File: src/rtl/mux4_rr_arbiter.sv
// Round-robin arbiter sharing one 4:1 data mux between four requesters.
// A grant is held while its owner keeps req high, up to MAX_HOLD cycles, and is always followed by an idle cycle.
module mux4_rr_arbiter #(
  parameter int unsigned DATA_W   = 1,
  parameter int unsigned MAX_HOLD = 8
) (
  input  logic              clk,
  input  logic              rst_n,
  input  logic [3:0]        req,
  input  logic [DATA_W-1:0] d0,
  input  logic [DATA_W-1:0] d1,
  input  logic [DATA_W-1:0] d2,
  input  logic [DATA_W-1:0] d3,
  output logic [3:0]        gnt,
  output logic [1:0]        sel,
  output logic              valid,
  output logic [DATA_W-1:0] y
);

  typedef enum logic {
    IDLE,
    BUSY
  } state_t;

  localparam logic [7:0] HOLD = 8'(MAX_HOLD);

  state_t      state_q, state_d;
  logic [3:0]  gnt_q, gnt_d;
  logic [1:0]  sel_q, sel_d;
  logic [1:0]  ptr_q, ptr_d;
  logic [7:0]  cnt_q, cnt_d;

  logic        win_found;
  logic [1:0]  win_idx;
  logic [1:0]  probe;
  logic [DATA_W-1:0] mux_out;

  // First set request found scanning ptr, ptr+1, ptr+2, ptr+3 (mod 4).
  always_comb begin
    win_found = 1'b0;
    win_idx   = '0;
    probe     = '0;
    for (int unsigned i = 0; i < 4; i++) begin
      probe = ptr_q + 2'(i);
      if (!win_found && req[probe]) begin
        win_found = 1'b1;
        win_idx   = probe;
      end
    end
  end

  always_comb begin
    state_d = state_q;
    gnt_d   = gnt_q;
    sel_d   = sel_q;
    ptr_d   = ptr_q;
    cnt_d   = cnt_q;
    unique case (state_q)
      IDLE: begin
        if (win_found) begin
          gnt_d   = 4'b0001 << win_idx;
          sel_d   = win_idx;
          // The grant cycle itself is hold cycle 1.
          cnt_d   = 8'd1;
          state_d = BUSY;
        end
      end
      BUSY: begin
        if (!req[sel_q] || (cnt_q == HOLD)) begin
          gnt_d   = '0;
          ptr_d   = sel_q + 2'd1;
          cnt_d   = '0;
          state_d = IDLE;
        end else begin
          cnt_d   = cnt_q + 8'd1;
        end
      end
      default: state_d = IDLE;
    endcase
  end

  always_ff @(posedge clk or negedge rst_n) begin
    if (!rst_n) begin
      state_q <= IDLE;
      gnt_q   <= '0;
      sel_q   <= '0;
      ptr_q   <= '0;
      cnt_q   <= '0;
    end else begin
      state_q <= state_d;
      gnt_q   <= gnt_d;
      sel_q   <= sel_d;
      ptr_q   <= ptr_d;
      cnt_q   <= cnt_d;
    end
  end

  always_comb begin
    mux_out = '0;
    unique case (sel_q)
      2'd0:    mux_out = d0;
      2'd1:    mux_out = d1;
      2'd2:    mux_out = d2;
      2'd3:    mux_out = d3;
      default: mux_out = '0;
    endcase
  end

  assign gnt   = gnt_q;
  assign sel   = sel_q;
  assign valid = |gnt_q;
  assign y     = valid ? mux_out : '0;

endmodule

File: config.mk
export PLATFORM = sky130hd
export DESIGN_NAME = mux4_rr_arbiter
export DESIGN_NICKNAME = d
export VERILOG_FILES = /design/src/rtl/mux4_rr_arbiter.sv
export SDC_FILE = /design/constraint.sdc
export NUM_CORES = 1
export LEC_CHECK = 0
export CELL_PAD_IN_SITES_DETAIL_PLACEMENT = 0
export CELL_PAD_IN_SITES_GLOBAL_PLACEMENT = 1
export CORE_MARGIN = 3
export CORE_UTILIZATION = 53
export CTS_BUF_LIST = sky130_fd_sc_hd__clkbuf_2
export DETAILED_ROUTE_END_ITERATION = 10
export DONT_BUFFER_PORTS = 1
export GPL_ROUTABILITY_DRIVEN = 0
export PLACE_DENSITY = 0.95
export REMOVE_ABC_BUFFERS = 1
export SYNTH_ARGS = -nofsm -noshare
export SYNTH_HDL_FRONTEND = slang
export SYNTH_SLANG_ARGS = --single-unit
File: constraint.sdc
create_clock -name clk -period 2.9 [get_ports clk]
set_clock_uncertainty 0.1 [all_clocks]
set_input_delay 0.58 -clock clk [delete_from_list [all_inputs] [get_ports clk]]
set_output_delay 0.58 -clock clk [all_outputs]
set_load 0.02 [all_outputs]
==> flow_metrics.env, run 1 <==
export IMPL_die_width_microns=49.4
export IMPL_synthCells=101
export IMPL_ir_drop_v=0.000458
export IMPL_fmax_ghz=0.395
export IMPL_crit_path_end_kind="output pin"
export IMPL_synth_top_area_frac=0.426
export IMPL_power_uw=962
export IMPL_tns_ps=0
export IMPL_synth_flop_cell="dfrtp_1"
export IMPL_worstSkewPairLatency_ps=300
export IMPL_synth_area_per_cell_sq_um=9.89
export IMPL_gr_total_overflow=0
export IMPL_antenna_found_initial=0
export IMPL_async_flop_share=1.00
export IMPL_critPathRequiredTime_ps=2220
export IMPL_firstDrtPassIters=4
export IMPL_hold_viol_final=0
export IMPL_synth_cell_types=35
export IMPL_htreeDepth=1
export IMPL_outcome="finished clean"
export IMPL_grt_pass1_vias=802
export IMPL_synth_edf_count=0
export IMPL_cts_buffer_depth=2
export IMPL_n_antenna_cell=0
export IMPL_drive_above_1_share=0.0762
export IMPL_critPathArrivalTime_ps=1850
export IMPL_path_max_fanout=5
export IMPL_cts_root_buf="clkbuf_2"
export IMPL_drc=0
export IMPL_yosys_warnings=0
export IMPL_grt_max_degree=18
export IMPL_grt_pass1_wl_mm=3.36
export IMPL_p_leak_nw=0.464
export IMPL_synthTopCellsByCount="dfrtp_1 (17), nand2_1 (14), o21ai_1 (8)"
export IMPL_maxSlewViolCount=0
export IMPL_die_area_sq_mm=0.00244
export IMPL_netlist_area_sq_um=998
export IMPL_power_density_mw_per_mm2=915
export IMPL_placementRows=15
export IMPL_min_path_type="reg2reg"
export IMPL_rsz0062_at_grt="false"
export IMPL_portBuffers=0
export IMPL_relSlewSlack=0.496
export IMPL_clock_sinks=17
export IMPL_grt_total_usage=0.177
export IMPL_area_growth_synth_to_final_pct=5.26
export IMPL_core_area_sq_mm=0.00175
export IMPL_die_h_microns=49.4
export IMPL_ant_nets=0
export IMPL_num_vias=785
export IMPL_layoutNonFillerInstCount=130
export IMPL_setup_viol=0
export IMPL_synth_top_area_cell="dfrtp_1"
export IMPL_wl_per_cell_microns=14.7
export IMPL_period_share=0.873
export IMPL_finalCriticalPeriod_ps=2530
export IMPL_cts_resized=0
export IMPL_synth_area_leaders="dfrtp_1 (43%), ha_1 (7.5%), nand2_1 (5.3%), o21ai_1 (4.0%), mux2_1 (2.3%)"
export IMPL_cts_tree="built"
export IMPL_drt_initial_drc_count=9
export IMPL_wl_mm=1.91
export IMPL_start_util=0.572
export IMPL_path_class="reg2out"
export IMPL_fin_nets=122
export IMPL_crit_path_start_kind="flop"
export IMPL_fin_util=0.602
export IMPL_synth_seq_cells=17
export IMPL_yosysMostFrequentCell="dfrtp_1"
export IMPL_hpwl_mm=1.48
export IMPL_path_clk_slew_ps=180
export IMPL_viasPerCell=6.04
export IMPL_worst_hold_slack_ps=429
export IMPL_dp_cells=125
export IMPL_maxCapViolations=0
export IMPL_io_pins=18
export IMPL_cts_inserted_buffers=3
export IMPL_ys_seq_area_frac=0.426
export IMPL_tightest_slew_ps=753
[power breakdown]
part           leakage, nW  internal [mW]  switching (mW)  total, mW
Combinational        0.232          0.170           0.222      0.391
Clock               0.0126         0.0322          0.0782      0.110
Sequential           0.219          0.313           0.147      0.460
Total                0.464          0.515           0.447      0.962
[final timing paths]
path	startpoint	endpoint	slack, ps	cells after the start
min in group asynchronous	rst_n	cnt_q[4]	660	1
worst min-delay path	cnt_q[6]	cnt_q[6]	430	1
worst max register to register	cnt_q[4]	cnt_q[6]	970	4
max in group asynchronous	rst_n	ptr_q[0]	1570	1
worst max-delay path	sel[0]	y	370	5
worst min register to register	cnt_q[6]	cnt_q[6]	430	1
[routing by layer]
layer / global-route usage / vias to the layer above / routed length (microns)
li1: - / 382 / -
met1: 0.234 / 382 / 935
met2: 0.268 / 19 / 872
met3: 0.0459 / 2 / 83
met4: 0.0829 / 0 / 13
met5: 0 / - / 0
[critical path, stage by stage (launching register included)]
cell and delay (ps):
dfrtp_1 570, inv_1 150, ha_1 220, a222oi_1 280, o21ai_0 110, and2_1 230
[stage by stage]
stage	setup WS [ps]	instance area (sq um)
floorplan	809	987
global placement	741	1020
detailed placement	714	1020
CTS	340	1050
global route	156	1050
finish	370	1050
[state kept, by name, indices dropped and copies added, names as in the netlist]
signal,count
ptr_q,2
cnt_q,8
gnt,4
state_q,1
sel,2
[cell type report]
cell class | instances | area, sq um
Clock buffer | 3 | 15.0
Clock inverter | 1 | 7.51
Fill cell | 160 | 694
Inverter | 4 | 15.0
Multi-Input combinational cell | 79 | 547
Sequential cell | 17 | 425
Tap cell | 25 | 31.3
Timing Repair Buffer | 1 | 10.0
[layout by cell type, fill, tap and decap left out, drive strengths merged, types with 4 or more instances in the layout]
master and instances:
o21ai 9, dfrtp 17, nand2 14, inv 4, or4 4, ha 6
nand3 4, nor2 5
[timing repair]
action,4_1_cts,5_1_grt
hold buffers,1,0
endpoints found under the setup margin,0,0
buffers inserted,0,0
endpoints found under the hold margin,17,0
[kinds of logic after synthesis]
group,Yosys count,synth area share
simple gates,40,0.214
flops,17,0.426
xor+xnor,2,0.0175
fa+ha+maj,6,0.0752
compound gates,26,0.174
buf+inv,5,0.0263
mux,5,0.0664
No activity file was read; power rests on OpenSTA's default activity.
==> inputs of run 2 (changes only) <==
--- a/config.mk
+++ b/config.mk
@@ -5,10 +5,11 @@
 export SDC_FILE = /design/constraint.sdc
 export NUM_CORES = 1
 export LEC_CHECK = 0
+export ABC_AREA = 1
 export CELL_PAD_IN_SITES_DETAIL_PLACEMENT = 0
 export CELL_PAD_IN_SITES_GLOBAL_PLACEMENT = 1
 export CORE_MARGIN = 3
-export CORE_UTILIZATION = 53
+export CORE_UTILIZATION = 51
 export CTS_BUF_LIST = sky130_fd_sc_hd__clkbuf_2
 export DETAILED_ROUTE_END_ITERATION = 10
 export DONT_BUFFER_PORTS = 1
==> run 2 against run 1 <==
First-iteration DRC count rose to 3.9 times the previous value. Critical path type unchanged. Design area up 30%. Count of clock-buffer cells in the layout up 1. Sequential power down 2%. Wire length up 37%. Largest cell class unchanged. Critical endpoint unchanged. Synthesized cell count up 77%.
==> flow_metrics.env, run 2 <==
export IMPL_outcome="finished clean"
export IMPL_num_vias=1129
export IMPL_relSlewSlack=0.489
export IMPL_worst_path_max_delay_cell="dfrtp_1"
export IMPL_path_class="reg2out"
export IMPL_tightest_slew_ps=764
export IMPL_finalCriticalPeriod_ps=2470
export IMPL_start_util=0.567
export IMPL_drt_initial_drc_count=35
export IMPL_path_cells="inv_1 > ha_1 > inv_1 > o21ai_0 > a31oi_1"
export IMPL_maxSlewViolCount=0
export IMPL_rsz0062_at_grt="false"
export IMPL_yosysMostFrequentCell="nand2_1"
export IMPL_crit_path_end_kind="output pin"
export IMPL_cts_root_buf="clkbuf_2"
export IMPL_netlist_area_sq_mm=0.00132
export IMPL_synthTopCellsByCount="nand2_1 (59), inv_1 (20), dfrtp_1 (17)"
export IMPL_die_h_microns=56.8
export IMPL_setup_viol=0
export IMPL_ir_drop_v=0.000730
export IMPL_crit_path_start_kind="flop"
export IMPL_ff2ff_setup_slack_ps=770
export IMPL_startpoint="sel[0]"
export IMPL_grt_pass1_vias=1055
export IMPL_ys_seq_area_frac=0.324
export IMPL_antenna_found_initial=0
export IMPL_postLayoutCellArea_sq_mm=0.00136
export IMPL_whs_endpoint="cnt_q[0]"
export IMPL_yosys_warnings=0
export IMPL_area_growth_synth_to_final_pct=3.52
export IMPL_cts_inserted_buffers=3
export IMPL_ant_nets=0
export IMPL_cts_buffer_depth=2
export IMPL_cts_tree="built"
export IMPL_fmax_ghz=0.405
export IMPL_worst_path_buf_inv=2
export IMPL_cts_resized=0
export IMPL_firstDrtPassIters=4
export IMPL_drc=0
export IMPL_largest_register_ffs=8
export IMPL_gr_total_overflow=0
export IMPL_wl_mm=2.61
export IMPL_critPathMostFrequentCell="inv_1"
export IMPL_layoutNonFillerInstCount=210
export IMPL_die_width_microns=56.8
export IMPL_min_path_cells=1
export IMPL_cpPeakStageDelay_ps=630
export IMPL_wl_per_cell_microns=12.4
export IMPL_die_area_sq_mm=0.00322
export IMPL_layout_cells_most_common="nand2_1"
export IMPL_placementRows=17
export IMPL_grt_pass1_wl_mm=4.54
export IMPL_cts_setup_buffers=0
export IMPL_rr_startpoint="ptr_q[0]"
export IMPL_period_share=0.852
export IMPL_rr_worst_depth=10
export IMPL_synth_top_area_frac=0.324
export IMPL_tns_ps=0
export IMPL_synth_seq_cells=17
export IMPL_power_density_mw_per_mm2=1080
export IMPL_critPathArrivalTime_ps=1790
export IMPL_drive_above_1_share=0.148
export IMPL_synth_area_per_cell_sq_um=7.35
export IMPL_portBuffers=0
export IMPL_timing_rr_end="gnt[0]"
export IMPL_synth_top_area_cell="dfrtp_1"
export IMPL_largest_register="cnt_q"
export IMPL_dp_cells=205
export IMPL_synth_cell_types=27
export IMPL_io_pins=18
export IMPL_path_clk_slew_ps=150
export IMPL_maxCapViolations=0
export IMPL_clock_sinks=17
export IMPL_path_max_fanout=10
export IMPL_critPathTopFamily="flip-flops"
export IMPL_synth_edf_count=0
export IMPL_mostFrequentLayoutCells="nand2_1 (59), inv_1 (20), dfrtp_1 (17), nand3_1 (16)"
export IMPL_min_path_type="reg2reg"
export IMPL_p_leak_nw=0.709
export IMPL_grt_total_usage=0.176
export IMPL_synth_area_leaders="dfrtp_1 (32%), nand2_1 (17%), nand3_1 (6.1%), ha_1 (5.7%), inv_1 (5.7%)"
export IMPL_htreeDepth=1
export IMPL_synthCells=179
export IMPL_grt_max_degree=18
export IMPL_async_flop_share=1.00
export IMPL_post_dp_cell_area_sq_mm=0.00133
export IMPL_synth_flop_cell="dfrtp_1"
export IMPL_hold_viol_final=0
export IMPL_viasPerCell=5.38
export IMPL_core_area_sq_mm=0.00232
export IMPL_min_from="state_q"
export IMPL_worstSkewPairLatency_ps=290
export IMPL_critPathRequiredTime_ps=2220
export IMPL_hpwl_mm=2.07
export IMPL_fin_nets=199
export IMPL_n_antenna_cell=0
run 2: cell types whose count changed in the layout (fill, tap and decap cells not counted), sizes merged, moves of 4 or more:
cell / previous run / this run
inv: 4 / 22
nand2: 14 / 67
nand3: 4 / 17
o21ai: 9 / 18
or4: 4 / 0
run 2: layout make-up:
| cell class | instances | area, sq um |
|---|---|---|
| Tap cell | 28 | 35.0 |
| Fill cell | 235 | 957 |
| Timing Repair Buffer | 1 | 10.0 |
| Clock buffer | 4 | 20.0 |
| Sequential cell | 17 | 425 |
| Multi-Input combinational cell | 138 | 788 |
| Inverter | 22 | 82.6 |
run 2: worst max-delay path by stage:
stage | cells past startpoint | slack [ps] | end
after floorplan | 5 | 860 | y
after global placement | 5 | 790 | y
after detailed placement | 5 | 750 | y
after CTS | 5 | 390 | y
after global routing | 5 | 240 | y
final | 5 | 430 | y
run 2: repair_timing:
| action | CTS | global route |
|---|---|---|
| hold endpoints to repair | 17 | 0 |
| hold buffers | 1 | 0 |
| endpoints found under the setup margin | 0 | 0 |
run 2: cell families (layout without fill, tap and decap cells):
group,after synthesis,count (layout),synth area share
flops,17,17,0.324
buf+inv,24,27,0.0771
compound gates,25,25,0.128
fa+ha+maj,6,6,0.0571
xor+xnor,4,4,0.0266
simple gates,103,103,0.387
run 2: stage by stage:
stage / utilization / total power, mW / worst slack (ps) / hold WS (ps)
finish: 0.587 / 1.47 / 430 / 440
global route: 0.587 / 1.63 / 242 / 484
CTS: 0.587 / 1.48 / 391 / 439
detailed placement: 0.574 / 1.36 / 745 / 185
global placement: 0.574 / 1.33 / 788 / 185
floorplan: - / 1.18 / 864 / 184
run 2: layer usage:
metal | track usage | vias to the layer above | share of wire | wire length (microns)
met3 | 0.0483 | 4 | 0.044 | 114
met4 | 0.0397 | 0 | 0.0092 | 24
li1 | - | 584 | - | -
met1 | 0.245 | 521 | 0.51 | 1330
met5 | 0 | - | 0 | 0
met2 | 0.274 | 20 | 0.44 | 1140
run 2: power breakdown:
group	total, mW	switching (mW)	internal (mW)	leakage, nW
clock network	0.105	0.0688	0.0366	0.0166
logic	0.914	0.613	0.301	0.472
registers	0.450	0.143	0.307	0.220
==> inputs of run 3 (changes only) <==
==> constraint.sdc (replaced) <==
create_clock -name clk -period 2.9 [get_ports clk]
set_clock_uncertainty 0.1 [all_clocks]
set_input_delay 0.58 -clock clk [delete_from_list [all_inputs] [get_ports clk]]
set_output_delay 0.58 -clock clk [all_outputs]
set_load 0.01 [all_outputs]
==> run 3 against run 2 <==
Maximum frequency up 5.8%. Via count up 1.8%. Sequential share of layout area unchanged. Count of clock-buffer cells in the layout unchanged. Sequential power down 4.9%. Wire length up 7.0%. Register-to-register slack better by 20 ps. Non-clock buffer count unchanged. Combinational power up 0.4%. First-iteration DRC count up 54%. Design area unchanged. Highest routed layer unchanged. Utilization unchanged.
==> flow_metrics.env, run 3 (synthesized netlist as in run 2, its figures left out) <==
export IMPL_core_area_sq_mm=0.00232
export IMPL_drc=0
export IMPL_busiest_layer="met2"
export IMPL_maxSlewViolCount=0
export IMPL_drt_initial_drc_count=54
export IMPL_mostFrequentLayoutCells="nand2_1 (59), inv_1 (20), dfrtp_1 (17), nand3_1 (16)"
export IMPL_p_leak_nw=0.709
export IMPL_io_pins=18
export IMPL_p_sw_uw=807
export IMPL_portBuffers=0
export IMPL_met2_usage=0.328
export IMPL_viasPerCell=5.47
export IMPL_relSlewSlack=0.487
export IMPL_crit_path_start_kind="flop"
export IMPL_nFillCells=230
export IMPL_maxCapViolations=0
export IMPL_period_share=0.805
export IMPL_path_max_fanout=10
export IMPL_fin_ws_ps=565
export IMPL_tightest_slew_ps=766
export IMPL_path_class="reg2out"
export IMPL_critPathRequiredTime_ps=2220
export IMPL_cts_inserted_buffers=3
export IMPL_rr_startpoint="ptr_q[0]"
export IMPL_outcome="finished clean"
export IMPL_grt_pass1_vias=1138
export IMPL_largest_register_ffs=8
export IMPL_fmax_ghz=0.428
export IMPL_drive_above_1_share=0.148
export IMPL_fin_nets=199
export IMPL_worstSkewPairLatency_ps=290
export IMPL_met1_usage=0.262
export IMPL_cts_setup_buffers=0
export IMPL_min_path_type="reg2reg"
export IMPL_gr_total_overflow=0
export IMPL_die_width_microns=56.8
export IMPL_antenna_found_initial=0
export IMPL_ir_drop_v=0.000721
export IMPL_rr_worst_depth=10
export IMPL_largest_register="cnt_q"
export IMPL_combPwrFrac=0.632
export IMPL_hold_viol_final=0
export IMPL_die_h_microns=56.8
export IMPL_critPathArrivalTime_ps=1650
export IMPL_intPower_uw=646
export IMPL_wl_mm=2.79
export IMPL_dp_slack_ps=838
export IMPL_rsz0062_at_grt="false"
export IMPL_grt_max_degree=18
export IMPL_ff2ff_setup_slack_ps=790
export IMPL_clock_sinks=17
export IMPL_hpwl_mm=2.22
export IMPL_area_growth_synth_to_final_pct=3.52
export IMPL_wl_per_cell_microns=13.3
export IMPL_grt_total_usage=0.196
export IMPL_setup_viol=0
export IMPL_fin_util=0.587
export IMPL_p_seq_frac=0.294
export IMPL_path_clk_slew_ps=160
export IMPL_finalCriticalPeriod_ps=2330
export IMPL_startpoint="sel[0]"
export IMPL_power_density_mw_per_mm2=1070
export IMPL_p_sw_frac=0.555
export IMPL_crit_end="y"
export IMPL_die_area_sq_mm=0.00322
export IMPL_cts_root_buf="clkbuf_2"
export IMPL_firstDrtPassIters=4
export IMPL_p_clk_frac=0.074
export IMPL_cts_tree="built"
export IMPL_htreeDepth=1
export IMPL_tns_ps=0
export IMPL_n_antenna_cell=0
export IMPL_grt_pass1_wl_mm=5.03
export IMPL_layout_cells_most_common="nand2_1"
export IMPL_cts_buffer_depth=2
export IMPL_grt_met3_usage=0.0575
export IMPL_ant_nets=0
export IMPL_crit_path_end_kind="output pin"
export IMPL_start_util=0.567
export IMPL_cts_resized=0
export IMPL_timing_rr_end="gnt[0]"
export IMPL_postCtsHoldBufs=1
export IMPL_worst_hold_slack_ps=459
export IMPL_placementRows=17
export IMPL_num_vias=1149
run 3: final cells by class:
class,count,area (sq um),share of cell area
inverters,22,82.6,0.0607
multi-input cells,138,788,0.579
flip-flops and latches,17,425,0.312
repair buffers,1,10.0,0.00735
clock buffers,4,20.0,0.0147
well taps,28,35.0,0.0257
run 3: power by group through the flow:
stage | Clock, mW | Combinational (mW) | Sequential, mW
6_report | 0.107 | 0.918 | 0.428
5_1_grt | 0.123 | 1.05 | 0.442
4_1_cts | 0.110 | 0.919 | 0.427
3_5_place_dp | 0 | 0.909 | 0.433
3_3_place_gp | 0 | 0.871 | 0.431
2_1_floorplan | 0 | 0.740 | 0.403
run 3: how the worst min path moves through the flow:
stage	from	endpoint	slack (ps)	cells past startpoint
final	state_q	cnt_q[0]	460	1
after global routing	state_q	cnt_q[0]	510	1
after CTS	state_q	cnt_q[0]	460	1
after detailed placement	rst_n	cnt_q[6]	180	0
after global placement	rst_n	cnt_q[6]	180	0
after floorplan	rst_n	cnt_q[0]	180	0
run 3: worst max-delay path, stage by stage (launching register included):
cell,delay (ps)
dfrtp_1,620
inv_1,120
ha_1,240
inv_1,50
o21ai_0,60
a31oi_1,260
run 3: stage by stage:
step                total power [mW]  area [sq um]  instances
floorplan                       1.14          1300        177
global placement                1.30          1330        205
detailed placement              1.34          1330        205
CTS                             1.46          1360        210
global route                    1.61          1360        210
finish                          1.45          1360        210
run 3: metal layers:
| metal | wire (microns) | vias up |
|---|---|---|
| li1 | - | 582 |
| met1 | 1270 | 523 |
| met2 | 1270 | 42 |
| met3 | 246 | 2 |
| met4 | 6 | 0 |
| met5 | 0 | - |
